$ cat src/rtl/collision_monitor.sv
// Counts dino/obstacle overlap pixels over each full VGA frame and raises a
// latched collision request when the per-frame count reaches THRESH.
module collision_monitor #(
  parameter int H_ACTIVE = 640,
  parameter int V_ACTIVE = 480,
  parameter int H_TOTAL  = 800,
  parameter int V_TOTAL  = 525,
  parameter int THRESH   = 4
) (
  input  logic        clk,
  input  logic        rst,
  input  logic [9:0]  vgaX,
  input  logic [9:0]  vgaY,
  input  logic        dinoInGrey,
  input  logic        obstInGrey,
  input  logic [1:0]  gameState,
  input  logic        ack,
  output logic        collide,
  output logic [9:0]  hitX,
  output logic [9:0]  hitY,
  output logic [11:0] lastOverlap
);

  // state | meaning
  // IDLE  | game not running; counter and first-hit flag held clear
  // ARM   | running, waiting for a frame start so only whole frames are scored
  // SCAN  | counting overlap pixels of the current frame
  // HIT   | collision requested; waits for ack, ignores gameState
  localparam logic [1:0] S_IDLE = 2'd0;
  localparam logic [1:0] S_ARM  = 2'd1;
  localparam logic [1:0] S_SCAN = 2'd2;
  localparam logic [1:0] S_HIT  = 2'd3;

  localparam logic [1:0]  GS_RUN   = 2'b10;
  localparam logic [9:0]  H_ACT_L  = 10'(H_ACTIVE);
  localparam logic [9:0]  V_ACT_L  = 10'(V_ACTIVE);
  localparam logic [9:0]  H_LAST_L = 10'(H_TOTAL - 1);
  localparam logic [9:0]  V_LAST_L = 10'(V_TOTAL - 1);
  localparam logic [11:0] THRESH_L = 12'(THRESH);
  localparam logic [11:0] CNT_MAX  = 12'hFFF;

  logic [1:0]  state;
  logic [11:0] cnt;
  logic        first_seen;

  logic running;
  logic overlap;
  logic frame_start;
  logic frame_end;
  logic [11:0] cnt_inc;

  assign running     = (gameState == GS_RUN);
  assign overlap     = (vgaX < H_ACT_L) && (vgaY < V_ACT_L) && dinoInGrey && obstInGrey;
  assign frame_start = (vgaX == 10'd0) && (vgaY == 10'd0);
  assign frame_end   = (vgaX == H_LAST_L) && (vgaY == V_LAST_L);
  assign cnt_inc     = (cnt == CNT_MAX) ? CNT_MAX : cnt + 12'd1;

  always_ff @(posedge clk or posedge rst) begin
    if (rst) begin
      state       <= S_IDLE;
      cnt         <= 12'd0;
      first_seen  <= 1'b0;
      collide     <= 1'b0;
      hitX        <= 10'd0;
      hitY        <= 10'd0;
      lastOverlap <= 12'd0;
    end else begin
      case (state)
        S_IDLE: begin
          cnt        <= 12'd0;
          first_seen <= 1'b0;
          if (running) state <= S_ARM;
        end
        S_ARM: begin
          if (!running) begin
            state <= S_IDLE;
          end else if (frame_start) begin
            state      <= S_SCAN;
            cnt        <= overlap ? 12'd1 : 12'd0;
            first_seen <= overlap;
            if (overlap) begin
              hitX <= vgaX;
              hitY <= vgaY;
            end
          end
        end
        S_SCAN: begin
          // Leaving the running state drops the partial frame without scoring it.
          if (!running) begin
            state      <= S_IDLE;
            cnt        <= 12'd0;
            first_seen <= 1'b0;
          end else if (frame_end) begin
            lastOverlap <= cnt;
            cnt         <= 12'd0;
            first_seen  <= 1'b0;
            if (cnt >= THRESH_L) begin
              state   <= S_HIT;
              collide <= 1'b1;
            end
          end else if (overlap) begin
            cnt <= cnt_inc;
            if (!first_seen) begin
              hitX       <= vgaX;
              hitY       <= vgaY;
              first_seen <= 1'b1;
            end
          end
        end
        S_HIT: begin
          if (ack) begin
            collide <= 1'b0;
            state   <= running ? S_ARM : S_IDLE;
          end
        end
        default: state <= S_IDLE;
      endcase
    end
  end

endmodule

$ cat config.mk
export PLATFORM = sky130hd
export DESIGN_NAME = collision_monitor
export DESIGN_NICKNAME = d
export VERILOG_FILES = /design/src/rtl/collision_monitor.sv
export SDC_FILE = /design/constraint.sdc
export NUM_CORES = 1
export LEC_CHECK = 0
export BUFFER_PORTS_ARGS = -buffer_cell sky130_fd_sc_hd__buf_2
export CORE_MARGIN = 3
export CORE_UTILIZATION = 57
export CTS_BUF_LIST = sky130_fd_sc_hd__clkbuf_16
export CTS_CLUSTER_SIZE = 8
export DETAILED_ROUTE_END_ITERATION = 8
export PLACE_DENSITY = 0.87
export SLEW_MARGIN = 15
export SYNTH_ARGS = -nofsm -noshare
export SYNTH_HDL_FRONTEND = slang
export SYNTH_SLANG_ARGS = --single-unit
export TNS_END_PERCENT = 1
$ cat constraint.sdc
create_clock -name clk -period 3.1 [get_ports clk]
set_input_delay 0.31 -clock clk [delete_from_list [all_inputs] [get_ports clk]]
set_output_delay 0.31 -clock clk [all_outputs]
set_load 0.01 [all_outputs]
==> results of run 1 <==
[how the worst min path moves through the flow]
stage	from	end	slack (ps)	depth (start not counted)
floorplan	first_seen$_DFFE_PP0P_	first_seen$_DFFE_PP0P_	430	2
global placement	lastOverlap[1]$_DFFE_PP0P_	lastOverlap[1]$_DFFE_PP0P_	460	2
detailed placement	lastOverlap[1]$_DFFE_PP0P_	lastOverlap[1]$_DFFE_PP0P_	470	2
CTS	vgaX[5]	hitX[5]$_DFFE_PP0P_	270	2
global route	vgaY[1]	hitY[1]$_DFFE_PP0P_	280	2
finish	rst	cnt[0]$_DFFE_PP0P_	240	2
[per-stage QoR]
stage,utilization [%],worst slack [ps],hold slack [ps],total power (uW),cells
6_report,72.17,906.7,244.7,1971,323
2_1_floorplan,-,1005,433.4,1190,210
5_1_grt,72.17,843.0,282.9,2059,323
3_3_place_gp,68.06,734.7,458.1,1334,315
4_1_cts,72.17,937.1,271.9,1974,323
3_5_place_dp,68.06,698.9,467.1,1359,315
[cells by family after synthesis]
kind of cell / Yosys count / synth area share, %
fa+ha+maj: 7 / 3.569
mux: 32 / 14.53
buf+inv: 12 / 2.601
flops: 48 / 48.95
compound gates: 47 / 14.74
simple gates: 64 / 15.60
[power by group through the flow]
stage | Sequential [uW] | Clock, uW | Combinational (uW)
finish | 782 | 613 | 575
global route | 794 | 643 | 622
CTS | 782 | 616 | 576
detailed placement | 794 | 0 | 565
global placement | 787 | 0 | 547
floorplan | 831 | 0 | 359
[state kept, by name (all words and copies together), names as in the netlist]
name,count
collide,1
hitY,10
lastOverlap,12
hitX,10
cnt,12
state,2
first_seen,1
[worst reg2reg max path: stages, from the launching register on]
cell and delay [ps]:
dfrtp_1 430, ha_1 270, or2b_2 320, o32ai_4 310, o31a_2 340, o21ai_0 140
a22o_2 220
[cell usage in the layout (no fill, tap or decap), drive strengths merged, types with 2 or more instances in the layout]
cell    synthesis  layout
mux2           29      29
inv             7       7
dfrtp          48      48
nand2          17      17
o31ai           2       2
a21o            4       4
nand4           5       5
or4             3       3
and3            2       2
nor2           10      10
clkbuf          0       5
o21ai          16      16
nand3           7       7
and4            3       3
nor4            5       5
a21oi           7       7
mux2i           3       3
a22o            7       7
and2            2       2
ha              7       7
a31oi           2       2
nor3            2       2
buf             5      60
[metal layers]
metal / global-route usage (%) / wire, um
met5: 0 / 0
met4: 11.90 / 126
met3: 3.506 / 278
met2: 34.49 / 2594
met1: 29.24 / 2275
[final cells by class]
| type | instances | area share [%] |
|---|---|---|
| multi-input cells | 150 | 40.31 |
| flip-flops and latches | 48 | 40.73 |
| inverters | 7 | 0.8910 |
| well taps | 50 | 2.121 |
| repair buffers | 60 | 10.27 |
| clock inverters | 3 | 1.443 |
| clock buffers | 5 | 4.243 |
==> reports/metrics.yaml, run 1 <==
critical_path:
  end_kind: "flip-flop"
  slowest_delay_ps: 440
  crit_start: "vgaY[5]"
  path_depth: 8
  path_class: "in2reg"
  cp-endpoint: "hitY[8]$_DFFE_PP0P_"
  path_max_fanout: 20
  crit_family: "simple AND/OR/NAND/NOR gates"
  worstPathArrival_ps: 2360
  rrSetupSlack_ps: 970
  r2r_cells: 6
  r2r_end: "cnt[4]$_DFFE_PP0P_"
  path_buf_inv: 2
  crit_chain: "buf_2 > nor4_1 > nand2_1 > nor4_4 > o21ai_0 > nand4_1 > buf_4 > mux2_2"
  r2r-start: "state[0]$_DFFE_PP0P_"
  start_kind: "primary input"
  required_ps: 3270
  crit_slowest_cell: "nor4_4"
logic_synthesis:
  ys.flop_type: "dfrtp_1"
  ys_seq_area_share_pct: 48.95
  synth_enable_flop_cells: 0
  ys_top_cells_by_count: "48 x dfrtp_1, 29 x mux2_2, 17 x nand2_1, 16 x o21ai_0, 10 x nor2_1"
  yosysTopAreaCellShare_pct: 48.95
  yosys-top-cells-area: "dfrtp_1 49%, mux2_2 13%, ha_1 3.6%, o21ai_0 3.3%, nand2_1 2.6%"
  ys_ff_latch: 48
  ys_types: 47
  yosys.area.top_type: "dfrtp_1"
  async_flop_share_pct: 100.0
  synth_most_common_cell: "dfrtp_1"
  syn-num-nets: 244
  synthesis.area_um2: 2454
  yosysWarningCount: 0
  syn-instance-count: 210
  avgSynthCellArea_um2: 11.68
floorplanning:
  die_w_um: 71.61
  coreArea_um2: 4086
  dieArea_um2: 5128
  die_h_um: 71.61
  start_util_pct: 60.04
  rows: 23
  ios: 60
pwr:
  power_frac_comb_pct: 29.2
  p_int_uw: 1367
  peakVddDrop_uv: 440.0
  pwr-share-seq_pct: 39.7
  power_density_nw_per_um2: 668.2
  pwr-share-clk_pct: 31.1
  p_leak_uw: 0.001520
  switching_share_pct: 30.63
  switching_power_uw: 603.6
sta:
  tightestPinTransition_ps: 967.3
  fin_skew_ps: 5.248
  rsz0062_at_grt: "false"
  slew_headroom_pct: 35.42
  min_period_ps: 2193
  drv_slew: 0
  finalSetupViolCount: 0
  post-route-period-util_pct: 70.75
  max_freq_ghz: 0.4559
  setup-tns-final_ps: 0
  final_hold_viol_count: 0
cts:
  clkSlewWorstSetupHoldPaths_ps: 60
  cts-root-buf: "clkbuf_16"
  clock_latency_ps: 290
  cts_buffers: 5
  cts_setup_buffers: 0
  numClockSinks: 48
  htreeDepth: 2
  clock_path_buffers: 2
  cts_hold_buffers: 0
  cts_tree: "yes"
  post_cts_resized: 0
routing:
  first_pass_iters: 4
  ant_nets: 0
  routed_wl_um: 5275
  first_iter_violations: 179
  via_per_inst: 6.031
  drc: 0
  vias: 1948
  wl_per_cell_um: 16.33
place:
  gp_congestion: 0.8070
  port_buffers: 59
  hpwlAfterDp_um: 3790
  place_area_um2: 2781
final_layout:
  num-fill-cells: 285
  seq_area_um2: 1201
  stdcell_area_um2: 2949
  area_growth_syn_to_layout_pct: 20.19
  drive_gt1_share_pct: 43.59
  antennaDiodeCount: 0
  multiInputGateArea_um2: 1189
  fin_nets: 306
job:
  drv_cap: 0
global_route:
  grt_pass1_vias: 1923
  grt_max_degree: 49
  antenna_found_initial: 0
  grt_pass1_wl_um: 9011
  grt_util_all_layers_pct: 21.98
  grt_remaining_overflow: 0
hold_path:
  hp-class: "in2async"
run_status:
  status: "finished clean"
Power figures use the tool's default switching activity.
==> run 2, diff against run 1 <==
--- a/config.mk
+++ b/config.mk
@@ -5,13 +5,14 @@
 export SDC_FILE = /design/constraint.sdc
 export NUM_CORES = 1
 export LEC_CHECK = 0
+export ABC_AREA = 1
 export BUFFER_PORTS_ARGS = -buffer_cell sky130_fd_sc_hd__buf_2
 export CORE_MARGIN = 3
-export CORE_UTILIZATION = 57
+export CORE_UTILIZATION = 49
 export CTS_BUF_LIST = sky130_fd_sc_hd__clkbuf_16
 export CTS_CLUSTER_SIZE = 8
 export DETAILED_ROUTE_END_ITERATION = 8
-export PLACE_DENSITY = 0.87
+export PLACE_DENSITY = 0.79
 export SLEW_MARGIN = 15
 export SYNTH_ARGS = -nofsm -noshare
 export SYNTH_HDL_FRONTEND = slang
==> constraint.sdc (replaced) <==
create_clock -name clk -period 2.01 [get_ports clk]
set_input_delay 0.201 -clock clk [delete_from_list [all_inputs] [get_ports clk]]
set_output_delay 0.201 -clock clk [all_outputs]
set_load 0.01 [all_outputs]
==> reports/metrics.yaml, run 2 <==
sta:
  min_period_ps: 1807
  setup-tns-final_ps: 0
  final_hold_viol_count: 0
  finalSetupViolCount: 0
  drv_slew: 0
  tightestPinTransition_ps: 549.5
  slew_headroom_pct: 63.32
  post-route-period-util_pct: 89.90
  max_freq_ghz: 0.5534
  fin_skew_ps: 5.273
  worst_slack_ps: 203.1
  rsz0062_at_grt: "false"
logic_synthesis:
  avgSynthCellArea_um2: 7.507
  yosys.area.top_type: "dfrtp_1"
  ys.flop_type: "dfrtp_1"
  ys_ff_latch: 48
  ys_types: 31
  synthesis.area_um2: 2808
  synth_enable_flop_cells: 0
  syn-num-nets: 408
  async_flop_share_pct: 100.0
  yosys-top-cells-area: "dfrtp_1 43%, nand2_1 16%, nand3_1 8.7%, inv_1 6.0%, o21ai_0 4.1%"
  ys_top_cells_by_count: "120 x nand2_1, 49 x nand3_1, 48 x dfrtp_1, 45 x inv_1, 30 x nor2_1"
  synth_most_common_cell: "nand2_1"
  syn-instance-count: 374
  yosysTopAreaCellShare_pct: 42.78
  ys_seq_area_share_pct: 42.78
  yosysWarningCount: 0
global_route:
  grt_pass1_vias: 2507
  grt_remaining_overflow: 0
  antenna_found_initial: 0
  grt_max_degree: 26
  grt_pass1_wl_um: 11110
  grt_util_all_layers_pct: 21.39
pwr:
  power_density_nw_per_um2: 939.7
  peakVddDrop_uv: 499.6
  pwr-share-clk_pct: 33.9
  pwr-share-seq_pct: 38.4
  p_leak_uw: 0.001834
  p_int_uw: 2157
  switching_share_pct: 32.20
  power_frac_comb_pct: 27.8
  switching_power_uw: 1025
routing:
  ant_nets: 0
  vias: 2548
  wl_per_cell_um: 12.78
  routed_wl_um: 6507
  first_pass_iters: 5
  first_iter_violations: 171
  via_per_inst: 5.006
  drc: 0
run_status:
  status: "finished clean"
final_layout:
  area_growth_syn_to_layout_pct: 20.59
  stdcell_area_um2: 3386
  fin_util_pct: 63.46
  fin_cells: 509
  fin_nets: 472
  top_regs: "cnt x12, lastOverlap x12"
  final_cell_mix: "120 x nand2_1, 59 x buf_2, 49 x nand3_1"
  drive_gt1_share_pct: 23.23
  antennaDiodeCount: 0
  layout_commonest_cell: "nand2_1"
floorplanning:
  start_util_pct: 52.63
  dieArea_um2: 6674
  die_h_um: 81.70
  coreArea_um2: 5335
  rows: 26
  ios: 60
  die_w_um: 81.70
cts:
  clkSlewWorstSetupHoldPaths_ps: 70
  htreeDepth: 2
  cts_buffers: 5
  clock_latency_ps: 290
  cts_tree: "yes"
  numClockSinks: 48
  clock_path_buffers: 2
  cts-root-buf: "clkbuf_16"
  cts_setup_buffers: 0
critical_path:
  crit_slowest_cell: "dfrtp_1"
  r2r_end: "cnt[5]$_DFFE_PP0P_"
  cp-endpoint: "cnt[5]$_DFFE_PP0P_"
  crit_start: "state[0]$_DFFE_PP0P_"
  end_kind: "flip-flop"
  path_max_fanout: 11
  worstPathArrival_ps: 1980
  start_kind: "flip-flop"
  r2r-start: "state[0]$_DFFE_PP0P_"
  path_class: "reg2reg"
  slowest_delay_ps: 430
  rrSetupSlack_ps: 200
  crit_chain: "inv_1 > ha_1 > inv_1 > nor2_4 > nand2_4 > nor2_4 > nor2_4 > buf_4 > nand3_1 > nand2_1"
  cpMostUsedCell: "nor2_4"
  required_ps: 2180
  r2r_cells: 10
place:
  place_area_um2: 3177
  dp_cells: 500
  hpwlAfterDp_um: 4724
  gp_congestion: 0.8618
  place_ws_ps: 196.0
  port_buffers: 59
hold_path:
  hp-class: "in2reg"
job:
  drv_cap: 0
==> run 2: cell count changes in the layout (fill, tap and decap cells not counted), sizes merged, moves of 4 or more <==
cell | before | now
o21ai | 16 | 24
nand3 | 7 | 51
inv | 7 | 49
buf | 60 | 66
nor4 | 5 | 0
nand2 | 17 | 126
nor2 | 10 | 40
mux2 | 29 | 0
nor3 | 2 | 6
a21o | 4 | 0
a22o | 7 | 0
==> run 2: kinds of logic (layout without fill, tap and decap cells) <==
kind of cell,after synthesis,count (layout),synth area share [%]
compound gates,29,29,5.659
xor+xnor,2,2,0.6240
buf+inv,59,124,9.402
simple gates,229,229,38.41
fa+ha+maj,7,7,3.119
flops,48,48,42.78
==> run 2: cell type report <==
cell class / count / area [um^2]
clock inverters: 3 / 68.82
well taps: 70 / 87.58
multi-input cells: 267 / 1348
fillers: 468 / 1949
repair buffers: 67 / 370.4
flip-flops and latches: 48 / 1201
inverters: 49 / 185.2
clock buffers: 5 / 125.1
==> run 2: metal layers <==
metal  global-route usage (%)  share of wire (%)  wire [um]  up-vias
li1                         -                  -          -     1291
met1                    27.64                 46       2989     1178
met2                    35.18                 47       3072       69
met3                    4.825                5.3        344       10
met4                    7.641                1.5        100        0
met5                        0                  0          0        -
==> run 2: timing repair <==
| item | CTS | global route |
|---|---|---|
| gates resized for setup | 0 | 1 |
| endpoints found under the hold margin | 24 | 0 |
| hold buffers | 1 | 0 |
| setup endpoints to repair | 0 | 3 |
==> run 2: how the worst min path moves through the flow <==
| stage | from | end | slack, ps | cells after the start |
|---|---|---|---|---|
| CTS | vgaY[0] | hitY[0]$_DFFE_PP0P_ | 170 | 3 |
| floorplan | vgaX[0] | hitX[0]$_DFFE_PP0P_ | 350 | 2 |
| global placement | rst | lastOverlap[3]$_DFFE_PP0P_ | 280 | 2 |
| detailed placement | rst | lastOverlap[3]$_DFFE_PP0P_ | 280 | 2 |
| global route | vgaY[4] | hitY[4]$_DFFE_PP0P_ | 170 | 3 |
| finish | vgaY[0] | hitY[0]$_DFFE_PP0P_ | 170 | 3 |
==> run 2: metrics by stage <==
step                total power (uW)  hold WS [ps]
floorplan                       1819         345.6
global placement                2075         282.0
detailed placement              2107         282.5
CTS                             3200         165.1
global route                    3376         170.4
finish                          3182         171.1
==> run 2: worst max-delay path, delay by kind of cell (launching register included) <==
family | cells | cell delay, ps
and+or+nand+nor | 6 | 570
adders and majority gates | 1 | 250
buffers and inverters | 3 | 440
DFF | 1 | 430
==> run 2: power groups by stage <==
stage	Combinational (uW)	Clock, uW	Sequential (uW)
after detailed placement	873	0	1230
after CTS	881	1100	1220
after global placement	848	0	1230
after global routing	991	1150	1240
after floorplan	530	0	1290
final	883	1080	1220
